$ cat src/rtl/alu_op_issuer.sv
// alu_op_issuer: holds registered operands on operations_alu for ALU_LAT cycles, then returns the result (optional macro ALU_ISSUER_DIVZERO_CHECK_EN).
module alu_op_issuer #(
  parameter int N = 32,
  parameter int ALU_LAT = 2
) (
  input  logic         clk,
  input  logic         rst,
  input  logic         in_valid,
  output logic         in_ready,
  input  logic [2:0]   in_opcode,
  input  logic [N-1:0] in_a,
  input  logic [N-1:0] in_b,
  output logic [2:0]   alu_opcode,
  output logic [N-1:0] alu_operandA,
  output logic [N-1:0] alu_operandB,
  input  logic [N-1:0] alu_result,
  input  logic         alu_carryout,
  output logic         out_valid,
  input  logic         out_ready,
  output logic [N-1:0] out_result,
  output logic         out_carry,
  output logic         out_err,
  output logic         busy
);
  typedef enum logic [1:0] {IDLE, SETTLE, DONE} state_t;
  state_t state_q, state_d;
  logic [3:0] cnt_q, cnt_d;
  logic [2:0] op_q, op_d;
  logic [N-1:0] a_q, a_d, b_q, b_d, res_q, res_d;
  logic car_q, car_d, err_q, err_d;
  logic acc, dz;
  assign in_ready = !rst && (state_q == IDLE || (state_q == DONE && out_ready));
  assign acc = in_valid && in_ready;
`ifdef ALU_ISSUER_DIVZERO_CHECK_EN
  assign dz = in_opcode == 3'b011 && in_b == '0;
`else
  assign dz = 1'b0;
`endif
  always_comb begin
    state_d = state_q;
    cnt_d = cnt_q;
    op_d = op_q;
    a_d = a_q;
    b_d = b_q;
    res_d = res_q;
    car_d = car_q;
    err_d = err_q;
    if (state_q == SETTLE) begin
      cnt_d = cnt_q - 4'd1;
      if (cnt_q == 4'd1) begin
        res_d = alu_result;
        car_d = alu_carryout;
        err_d = 1'b0;
        state_d = DONE;
      end
    end
    if (state_q == DONE && out_ready) state_d = IDLE;
    // A DONE-state accept overrides the return to IDLE, removing the bubble.
    if (acc) begin
      op_d = in_opcode;
      a_d = in_a;
      b_d = in_b;
      cnt_d = 4'(ALU_LAT);
      state_d = dz ? DONE : SETTLE;
      if (dz) begin
        res_d = '0;
        car_d = 1'b0;
        err_d = 1'b1;
      end
    end
  end
  always_ff @(posedge clk) begin
    if (rst) begin
      state_q <= IDLE;
      cnt_q <= '0;
      op_q <= '0;
      a_q <= '0;
      b_q <= '0;
      res_q <= '0;
      car_q <= 1'b0;
      err_q <= 1'b0;
    end else begin
      state_q <= state_d;
      cnt_q <= cnt_d;
      op_q <= op_d;
      a_q <= a_d;
      b_q <= b_d;
      res_q <= res_d;
      car_q <= car_d;
      err_q <= err_d;
    end
  end
  assign alu_opcode = op_q;
  assign alu_operandA = a_q;
  assign alu_operandB = b_q;
  assign out_result = res_q;
  assign out_carry = car_q;
  assign out_err = err_q;
  assign out_valid = state_q == DONE;
  assign busy = state_q != IDLE;
endmodule

$ cat config.mk
export PLATFORM = sky130hd
export DESIGN_NAME = alu_op_issuer
export DESIGN_NICKNAME = d
export VERILOG_FILES = /design/src/rtl/alu_op_issuer.sv
export SDC_FILE = /design/constraint.sdc
export NUM_CORES = 1
export LEC_CHECK = 0
export CAP_MARGIN = 20
export CORE_AREA = 2 2 105 107
export CTS_BUF_LIST = sky130_fd_sc_hd__clkbuf_8
export DETAILED_ROUTE_END_ITERATION = 10
export DIE_AREA = 0 0 107 109
export GPL_TIMING_DRIVEN = 0
export PLACE_DENSITY_LB_ADDON = 0.12
export SYNTH_ARGS = -nofsm -noshare
export SYNTH_HDL_FRONTEND = slang
export SYNTH_SLANG_ARGS = --single-unit
export TNS_END_PERCENT = 100
$ cat constraint.sdc
create_clock -name clk -period 1.52 [get_ports clk]
set_input_delay 0.456 -clock clk [delete_from_list [all_inputs] [get_ports clk]]
set_output_delay 0.456 -clock clk [all_outputs]
set_load 0.03 [all_outputs]
=== Word-level counts from Yosys, hierarchy flattened ===
Cells that the tools add are included.

* Register bits after elaboration: 106

* Mux-type cells: 6
* Reductions and logical operators: 14
* Add/subtract/negate cells: 1
* Equality and inequality tests: 3

{| class="wikitable"
|+ Operators by type and width
! cell !! count
|-
| 3-bit nonzero test || 2
|-
| 4-bit by 1-bit == test with 1-bit output, second input constant || 1
|-
| 1-bit 2-to-1 mux || 4
|-
| 2-bit 2-to-1 mux || 2
|-
| 2-bit AND reduction || 2
|-
| 2-bit nonzero test || 2
|-
| 4-bit by 1-bit subtractor with 4-bit output, second input constant || 1
|-
| 1-bit logical AND || 3
|-
| 3-bit OR reduction || 1
|-
| 2-bit by 1-bit == test with 1-bit output, second input constant || 1
|-
| 2-bit == test, second input constant || 1
|-
| 2-bit zero test || 1
|-
| 2-bit OR reduction || 1
|-
| 1-bit zero test || 1
|-
| 1-bit logical OR || 1
|}

=== Logic depth before layout (Yosys ltp) ===
Gate-level depths: netlist of run 1.

* Word-level depth: 7
* Depth in mapped cells: 6
* Gate-level depth less buffers: 5

=== Least setup slack after synthesis of run 1 ===
OpenSTA, ideal clock, no wires.

* Kind: input to register
* Start: input port out_ready
* End: register b_q[30], in the netlist alu_operandB[30]
* Setup slack: 20 ps
* Required time: 1403 ps
* Stages: 6
* Data arrival time: 1383 ps
* Cell sequence: nand2b_2 > and4_1 > clkbuf_1 > buf_6 > buf_6 > a22o_1

* Cells in the longest elaborated chain, start to end: 4

{| class="wikitable"
|+ RTL lines
! what !! RTL line !! RTL
|-
| start: declaration || 19 || <nowiki>input logic out_ready,</nowiki>
|-
| 1-bit logical AND || 32 || <nowiki>assign in_ready = !rst && (state_q == IDLE || (state_q == DONE && out_ready));</nowiki>
|-
| 1-bit logical OR || 32 ||
|-
| 1-bit logical AND || 32 ||
|-
| 1-bit logical AND || 33 || <nowiki>assign acc = in_valid && in_ready;</nowiki>
|-
| end signal: assignment || 78 || <nowiki>b_q <= '0;</nowiki>
|-
| end signal: assignment || 87 || <nowiki>b_q <= b_d;</nowiki>
|-
| end: declaration || 29 || <nowiki>logic [N-1:0] a_q, a_d, b_q, b_d, res_q, res_d;</nowiki>
|}

No other way between the ends.
A chain may end at the register's enable or synchronous reset.

=== Final worst setup path of run 1 ===
* Start: register state_q[0]
* End: output port busy

* Cells in the longest elaborated chain, start to end: 1

{| class="wikitable"
|+ RTL lines
! what !! RTL line !! RTL
|-
| start: declaration || 26 || <nowiki>state_t state_q, state_d;</nowiki>
|-
| start signal: assignment || 83 || <nowiki>state_q <= state_d;</nowiki>
|-
| 2-bit nonzero test || 100 || <nowiki>assign busy = state_q != IDLE;</nowiki>
|-
| end: declaration || 23 || <nowiki>output logic busy</nowiki>
|}

No other way between the ends.

==> results of run 1 <==
[synth_stat cells (all sizes together)]
cell | n | area share (%)
inv | 4 | 0.40
nor2 | 1 | 0.10
conb | 1 | 0.10
o21bai | 2 | 0.40
a21oi | 1 | 0.13
nand2 | 67 | 6.8
a21boi | 1 | 0.20
a31oi | 1 | 0.34
xnor2 | 2 | 0.47
nor4b | 1 | 0.64
nand2b | 2 | 0.61
clkbuf | 7 | 0.71
ha | 2 | 0.67
or2 | 1 | 0.17
mux2i | 33 | 8.9
and3 | 1 | 0.17
a211oi | 1 | 0.20
o21ai | 1 | 0.13
buf | 20 | 4.5
a22o | 67 | 16
and2 | 2 | 0.34
and4 | 1 | 0.24
mux2 | 1 | 0.30
nand3b | 1 | 0.20
and2b | 1 | 0.20
dfxtp | 106 | 57
or3 | 2 | 0.34
[worst max-delay path: stages, from the launching register on]
cell     delay (ns)
dfxtp_4        0.38
or2_4          0.25
buf_6          0.14
[flip-flops by register name (all words and copies together) (netlist names)]
name,cells
alu_opcode,3
alu_operandA,32
alu_operandB,32
cnt_q,4
out_carry,1
out_result,32
state_q,2
[stage by stage]
stage                     util, %  setup TNS [ns]  worst slack [ns]  instances  hold slack, ns
final                        57.8          -0.169           -0.0599        704           0.338
after global routing         57.8           -2.85            -0.123        704           0.329
after CTS                    59.5           -1.91           -0.0692        695           0.290
after detailed placement     56.2          -61.27             -1.19        676           0.448
after global placement       56.2          -58.14             -1.17        676           0.442
after floorplan                 -               0            0.0204        330           0.503
[power groups by stage]
stage                     combinational (uW)  sequential [uW]  clock (uW)
after CTS                               1320             3040        1720
after detailed placement                1340             3100           0
final                                   1290             3040        1660
after global placement                  1330             3100           0
after floorplan                          377             3390           0
after global routing                    1380             3060        1840
[cells by family after synthesis]
| logic type | count (synthesis) | share of synthesized area, % |
|---|---|---|
| adders and majority gates | 2 | 0.673 |
| xor gates and xnor gates | 2 | 0.471 |
| buffers and inverters | 31 | 5.58 |
| other | 1 | 0.101 |
| DFF | 106 | 57.0 |
| AOI/OAI and AO/OA | 74 | 17.2 |
| and+or+nand+nor | 80 | 9.75 |
| muxes | 34 | 9.18 |
[layer usage]
layer	up-vias	routed length, um
met4	0	77
met1	1493	4440
li1	1617	-
met5	-	0
met3	6	999
met2	135	5040
[worst paths after layout]
kind              slack, ns             end            from
setup / recovery      -0.06            busy      state_q[0]
hold / removal         0.34      state_q[1]             rst
setup reg to reg      -0.03  out_result[19]      state_q[0]
hold reg to reg        0.46  out_result[23]  out_result[23]
[timing repair]
item | 4_1_cts | 5_1_grt
setup buffers | 4 | 5
hold buffers | 0 | 0
pin swaps | 1 | 2
resized for setup | 336 | 112
setup endpoints to repair | 194 | 157
gates cloned | 0 | 4
[final cells by class]
class / instances / area, um^2
Clock buffer: 10 / 138
Buffer: 26 / 195
Clock inverter: 6 / 47.5
Tap cell: 140 / 175
Timing Repair Buffer: 219 / 2010
Inverter: 4 / 17.5
Fill cell: 971 / 4480
Multi-Input combinational cell: 193 / 1410
Sequential cell: 106 / 2130
==> metrics.cfg, run 1 <==
[run_status]
status=complete, but fails checks
violations=setup timing

[clocking]
path_clk_slew_ns=0.11
cts_buffers=9
htree_levels=3
clk-insertion-delay-late_ns=0.37
root_buffer=clkbuf_8
cts_tree=yes
cts_buffer_depth=2
cts.sinks=106

[yosys]
syn-mean-instance-area_um2=11.3
synth_area_mm2=0.00372
synth_seq_area_share_pct=57.0
syn-num-nets=436
ys_warn_count=0
ys_types=32
syn_inst=330
ys_seq_elements=106

[power]
p_switching_uw=1760
swShare_pct=29.4
power_frac_clock_pct=27.7
leakage_uw=0.00255
power_frac_seq_pct=50.7
power_frac_comb_pct=21.6
ir_worst_vdd_v=0.000562
powerDensity_mw_per_mm2=980
total_power_uw=6000
intPower_uw=4240

[layout]
final_cell_mix=dfxtp_1 (104), clkdlybuf4s50_1 (101), a22o_1 (67), nand2_1 (67), buf_2 (65)
fin_nets=665
drive_gt1_share_pct=29.3
syn2layout_area_growth_pct=64.6
mostFrequentLayoutCell=dfxtp_1
antenna_cells=0
final_area_mm2=0.00612

[sta]
timing.final.ws_setup_ns=-0.0599
max_freq_mhz=633
drv_slew=0
period_needed_ns=1.58
rsz0062_at_grt=yes
finalHoldViolCount=0
min_period_over_period_pct=104
fin_skew_ns=0.0164
setup_viol=4

[routing]
ant_nets=0
via_per_inst=4.62
drtIter0Drc=104
routed_wl_um=10600
drc_errors=0
drt_pre_antenna_iters=4
routed-via-count=3251
avgRoutedWirePerCell_um=15.0

[floorplan]
row_count=38
initial_core_util_pct=35.1
core-area_mm2=0.0106
fp.dieH_um=109
dieArea_mm2=0.0117
io_pins=208
fp.dieW_um=107

[critical_path]
worstSetupStartpointType=flip-flop
critPathKind=flip-flop to primary output
cp.arrival_ns=1.12
required_ns=1.06
path_max_fanout=5
endpoint_kind=primary output
rr_worst_depth=6

[global_routing]
grt_use_met1_pct=20.4
grt_pass1_vias=3217
grt_pass1_wl_um=15800
antenna_found_initial=0
grt_overflow_total=0
grt_util_all_layers_pct=17.2
grtUsageMet2_pct=28.3
top_usage_layer=met2
grt_start_max_net_pins=19
grt_use_met3_pct=7.17

[worst_hold_path]
hold_path.class=input port to flip-flop
hold_depth=2

[run]
cap_violations=0

[place]
port_buffers=206
dpl_cell_area_mm2=0.00596
dpl.hpwl_um=7590
gp_congestion=0.713

Note: power is estimated with default switching activity, not from simulation.
==> inputs of run 2 (changes only) <==
ABC_AREA = 0   (was unset)
==> results of run 2 <==
Final layout, timing and power as in run 1 (identical DEF).
==> edit 1 (settings of run 1) <==
Add a define of `ALU_ISSUER_DIVZERO_CHECK_EN`.
--- a/src/rtl/alu_op_issuer.sv
+++ b/src/rtl/alu_op_issuer.sv
@@ -1,2 +1,4 @@
 // alu_op_issuer: holds registered operands on operations_alu for ALU_LAT cycles, then returns the result (optional macro ALU_ISSUER_DIVZERO_CHECK_EN).
+`define ALU_ISSUER_DIVZERO_CHECK_EN
+
 module alu_op_issuer #(
Formal check against the unedited RTL: not equivalent (a bounded check fails within 4 cycles, from zero or initial values and one cycle with rst high).
==> edit 1 against run 1 <==
  * The run still ends with setup timing left
  * Clock power up 2%
  * Routed wire length up 14%
  * Area after synthesis up 4.9%
  * Critical path depth up 1
  * Die area unchanged
  * Design area up 13%
  * Sequential cell count up 1
  * Final cell count up 18%
  * Total power up 0.79%
  * Setup slack worse by 0.027 ns
  * Utilization up 7.3 points
==> edit 1: results (changes against run 1) <==
| Metric | Value |
|---|---|
| Status | `finished with violations` |
| Failing checks | `setup timing` |
| Lkg Pwr | `2.80 nW (+9.8%)` |
| Reg-to-Reg End | `out_result[23]` |
| Number of diodes | `0 (unchanged)` |
| Worst slew margin | `between 70% and 80%` |
| Dpl hpwl | `8760 microns (+15%)` |
| Min setup slack post-route | `-0.0869 ns (-0.0270 ns)` |
| DR pass1 iterations | `4 (unchanged)` |
| Total GRT Usage | `20.3% (+3.1 points)` |
| Crit path from | `out_ready` |
| Peak VDD IR | `609 uV (+8.4%)` |
| Final WL | `12000 microns (+14%)` |
| Peak fanout along the critical path | `4 (-1)` |
| Endpoint, Worst Hold | `alu_operandB[8]` |
| Antenna violations before repair | `0 (unchanged)` |
| Cell Area, Placed | `6210 sq um (+4.3%)` |
| Routability cong. | `0.800 (+12%)` |
| R2R Path Start | `state_q[0]` |
| PD cells | `877 nW/um^2 (-10%)` |
| IO buf count | `206 (unchanged)` |
| Worst Hold Slack | `0.295 ns (-0.0429 ns)` |
| DR iter-0 viols | `113 (+8.7%)` |
| FF-to-FF path depth | `7 (+1)` |
| Via count | `3895 (+20%)` |
| Share of post-route cells with drive strength above 1 | `35.0% (+5.7 points)` |
| Total CTS buffers | `9 (unchanged)` |
| Startpoint of the worst hold path | `in_b[8]` |
| Syn_nets | `557 (+28%)` |
| First-pass GRT wire length | `18900 microns (+19%)` |
| Hold/Removal Path Class | `in -> reg` |
| FFs w/ async S/R, synth | `0% (unchanged)` |
| Maximum clock path buffer count | `2 (unchanged)` |
| Top delay family on crit path | `buffers and inverters` |
| Dominant cells by area after synthesis | `dfxtp_1, nand2_1, o21ai_0` |
| CP peak stage delay | `0.29 ns (-0.09 ns)` |
| Worst hold stages | `3 (+1)` |
| Fillers | `896 (-7.7%)` |
| Sequential fraction of the synthesis area | `54.9% (-2.2 points)` |
| Clock Latency Late Sink | `roughly 0.36 ns` |
| Finish-stage setup viols | `33 (+29)` |
| Yosys warns | `0 (unchanged)` |
| Max Clock Skew | `0.0105 ns (-0.00593 ns)` |
| R2r setup slk | `-0.01 ns (+0.02 ns)` |
| Synth Flop Type | `dfxtp_1` |
| CP endpoint | `in_ready` |
| Synth cell types | `31 (-3.1%)` |
| H-tree depth | `3 (unchanged)` |
| Clock Root Buffer | `clkbuf_8` |
| Critical-path top delay cell | `o211a_4` |
| Synth cell count leaders | `nand2_1, dfxtp_1, o21ai_0, nor2_1, mux2i_1` |
| Largest net degree at the start of global routing | `19 (unchanged)` |
| Nets | `790 (+19%)` |
| Setup TNS Final | `-1.08 ns (-0.911 ns)` |
-- edit 1: cell types whose count changed after synthesis, moves of 8 or more --
cell	delta
nor4_1	+8
a22o_1	-67
clkbuf_1	+9
nand2_1	+71
o21ai_0	+67
nor2_1	+35
-- edit 1: cell families (layout without fill, tap and decap cells) --
logic type / after synthesis / after routing / synth area share [%]
muxes: 33 / 33 / 8.46
and+or+nand+nor: 194 / 194 / 19.9
DFF: 107 / 107 / 54.9
buffers and inverters: 35 / 273 / 4.23
adders and majority gates: 2 / 2 / 0.641
AOI/OAI and AO/OA: 77 / 77 / 11.3
xor gates and xnor gates: 3 / 3 / 0.673
-- edit 1: through the flow --
step / std cells / setup slack [ns]
after floorplan: 451 / -0.161
after global placement: 797 / -1.05
after detailed placement: 797 / -1.10
after CTS: 823 / -0.147
after global routing: 829 / -0.104
final: 829 / -0.0869
-- edit 1: repair_timing --
item,in CTS,in global routing
resized for setup,454,120
setup endpoints to repair,210,80
pin swaps,16,15
cloned,3,0
buffers inserted,7,7
-- edit 1: per-layer routing --
layer	up-vias	wire (microns)	track usage, %	share of wire [%]
li1	1959	-	-	-
met1	1777	5010	23.9	42
met2	130	5950	35.4	49
met3	29	677	4.60	5.6
met4	0	395	9.09	3.3
met5	-	0	0	0
-- edit 1: layout make-up --
type	instances	area share [%]
repair buffers	222	32.2
flip-flops and latches	107	31.2
multi-input cells	309	27.3
plain buffers	30	3.45
well taps	140	2.54
clock buffers	11	2.20
clock inverters	5	0.617
inverters	5	0.454
-- edit 1: power breakdown --
part	switching (W)	leakage, nW	total, W	internal [W]
Sequential	0.0000918	0.877	0.00305	0.00296
Clock	0.000990	0.102	0.00170	0.000711
Combinational	0.000699	1.82	0.00129	0.000591
Total	0.00178	2.80	0.00605	0.00426
==> edit 2 (settings of run 1) <==
Without the edit above. `res_q` no longer has a reset.
--- a/src/rtl/alu_op_issuer.sv
+++ b/src/rtl/alu_op_issuer.sv
@@ -78,3 +78,2 @@
       b_q <= '0;
-      res_q <= '0;
       car_q <= 1'b0;
@@ -87,3 +86,2 @@
       b_q <= b_d;
-      res_q <= res_d;
       car_q <= car_d;
@@ -91,2 +89,6 @@
     end
+  end
+
+  always_ff @(posedge clk) begin
+    res_q <= res_d;
   end
Function: differs if rst is asserted again (counterexample within 4 cycles, from zero or initial values and one cycle with rst high); with rst held inactive, the same outputs for 10 cycles.
==> edit 2 against run 1 <==
  * The run still ends with setup timing left
  * Sequential cell count stayed put
  * Area after synthesis shrank 9.4%
  * Routed wire length shrank 12%
  * Design area up 1.1%
  * First-iteration DRC count fell by 31%
  * Sequential share of layout area increased by 4.8 points
  * Setup slack gained 0.015 ns
  * Total power increased by 1.9%
  * Highest routed layer unchanged
==> edit 2: results (changes against run 1) <==
| Metric | Value |
|---|---|
| Status | `finished with violations` |
| Failing checks | `setup timing` |
| Area of the multi-input gates | `852 sq um (-40%)` |
| Max Clock Skew | `0.0133 ns (-0.00309 ns)` |
| FF-to-FF path depth | `5 (-1)` |
| R2r setup slk | `0.01 ns (+0.04 ns)` |
| Min setup slack post-route | `-0.0451 ns (+0.0148 ns)` |
| CP endpoint | `in_ready` |
| WP depth | `4 (+2)` |
| Buffer share of cell area | `40.6% (+4.6 points)` |
| Critical-path top delay cell | `clkdlybuf4s15_2` |
| Multi-input gates | `97 (-50%)` |
| Dpl hpwl | `6860 microns (-9.7%)` |
| Postcts setup bufs | `12 (+8)` |
| Multiplexer share of the synthesized area | `0.631% (-8.6 points)` |
| Reg-to-Reg End | `out_result[14]` |
| Lkg Pwr | `2.41 nW (-5.4%)` |
| GR Layer Usage met1 | `18.3% (-2.1 points)` |
| WL met2 | `4460 microns (-11%)` |
| Placed Cells | `571 (-16%)` |
| PD cells | `987 nW/um^2 (+0.73%)` |
| Fillers | `887 (-8.7%)` |
| Metal-1 WL | `3840 microns (-14%)` |
| Final WL | `9330 microns (-12%)` |
| M2 GR Usage | `26.4% (-2.0 points)` |
| H-tree depth | `3 (unchanged)` |
| Synth cell count leaders | `dfxtp_1, a22o_1, edfxtp_1, buf_2` |
| CP peak stage delay | `0.23 ns (-0.15 ns)` |
| DR iter-0 viols | `72 (-31%)` |
| Clock Latency Late Sink | `0.35 ns (-0.02 ns)` |
| Total GRT Usage | `15.5% (-1.6 points)` |
| First-pass GRT wire length | `14000 microns (-11%)` |
| Routed wl met3 | `893 microns (-11%)` |
| Crit path from | `rst` |
| Finish-stage setup viols | `2 (-2)` |
| Share of post-route cells with drive strength above 1 | `35.5% (+6.2 points)` |
| Sequential power share | `51.9% (+1.2 points)` |
| Synth cell types | `30 (-6.3%)` |
| Clock tree cell share of total cell area | `3.01% (-0.014 points)` |
| Vias per cell | `4.55 (-1.5%)` |
| Top delay family on crit path | `buffers and inverters` |
| Syn_area_per_cell | `15.1 sq um (+34%)` |
| Syn_nets | `329 (-25%)` |
| Pwr Total | `0.00611 W (+1.9%)` |
| Dominant cells by area after synthesis | `dfxtp_1, edfxtp_1, a22o_1` |
| Register area | `2450 sq um (+15%)` |
| Cell Area, Placed | `5650 sq um (-5.1%)` |
| DP Worst Slack | `-0.860 ns (+0.332 ns)` |
| Setup TNS Final | `-0.0830 ns (+0.0862 ns)` |
| Internal power | `0.00450 W (+6.3%)` |
| Repair and plain buffers | `242 (-1.2%)` |
| Largest net degree at the start of global routing | `17 (-2)` |
| Sequential fraction of the synthesis area | `72.5% (+15 points)` |
[edit 2: cell types whose count changed after synthesis, sizes merged]
cell	change
nand2	-64
dfxtp	-32
edfxtp	+32
mux2i	-32
clkbuf	-7
buf	-4
and2b	-1
nor2b	+1
[edit 2: cells by family (layout without fill, tap and decap cells)]
group / after synthesis / after routing
adders and majority gates: 2 / 2
DFF: 106 / 106
AOI/OAI and AO/OA: 74 / 74
muxes: 2 / 2
xor gates and xnor gates: 2 / 2
and+or+nand+nor: 16 / 16
other: 1 / 1
buffers and inverters: 20 / 262
[edit 2: worst min-delay path by stage]
| stage | startpoint | end | slack [ns] | depth (start not counted) |
|---|---|---|---|---|
| detailed placement | alu_operandB[4] | alu_operandB[4] | 0.46 | 1 |
| CTS | rst | state_q[1] | 0.43 | 2 |
| global placement | alu_operandB[28] | alu_operandB[28] | 0.46 | 1 |
| global route | rst | state_q[1] | 0.45 | 2 |
| floorplan | state_q[0] | state_q[0] | 0.48 | 2 |
| finish | rst | state_q[1] | 0.45 | 2 |
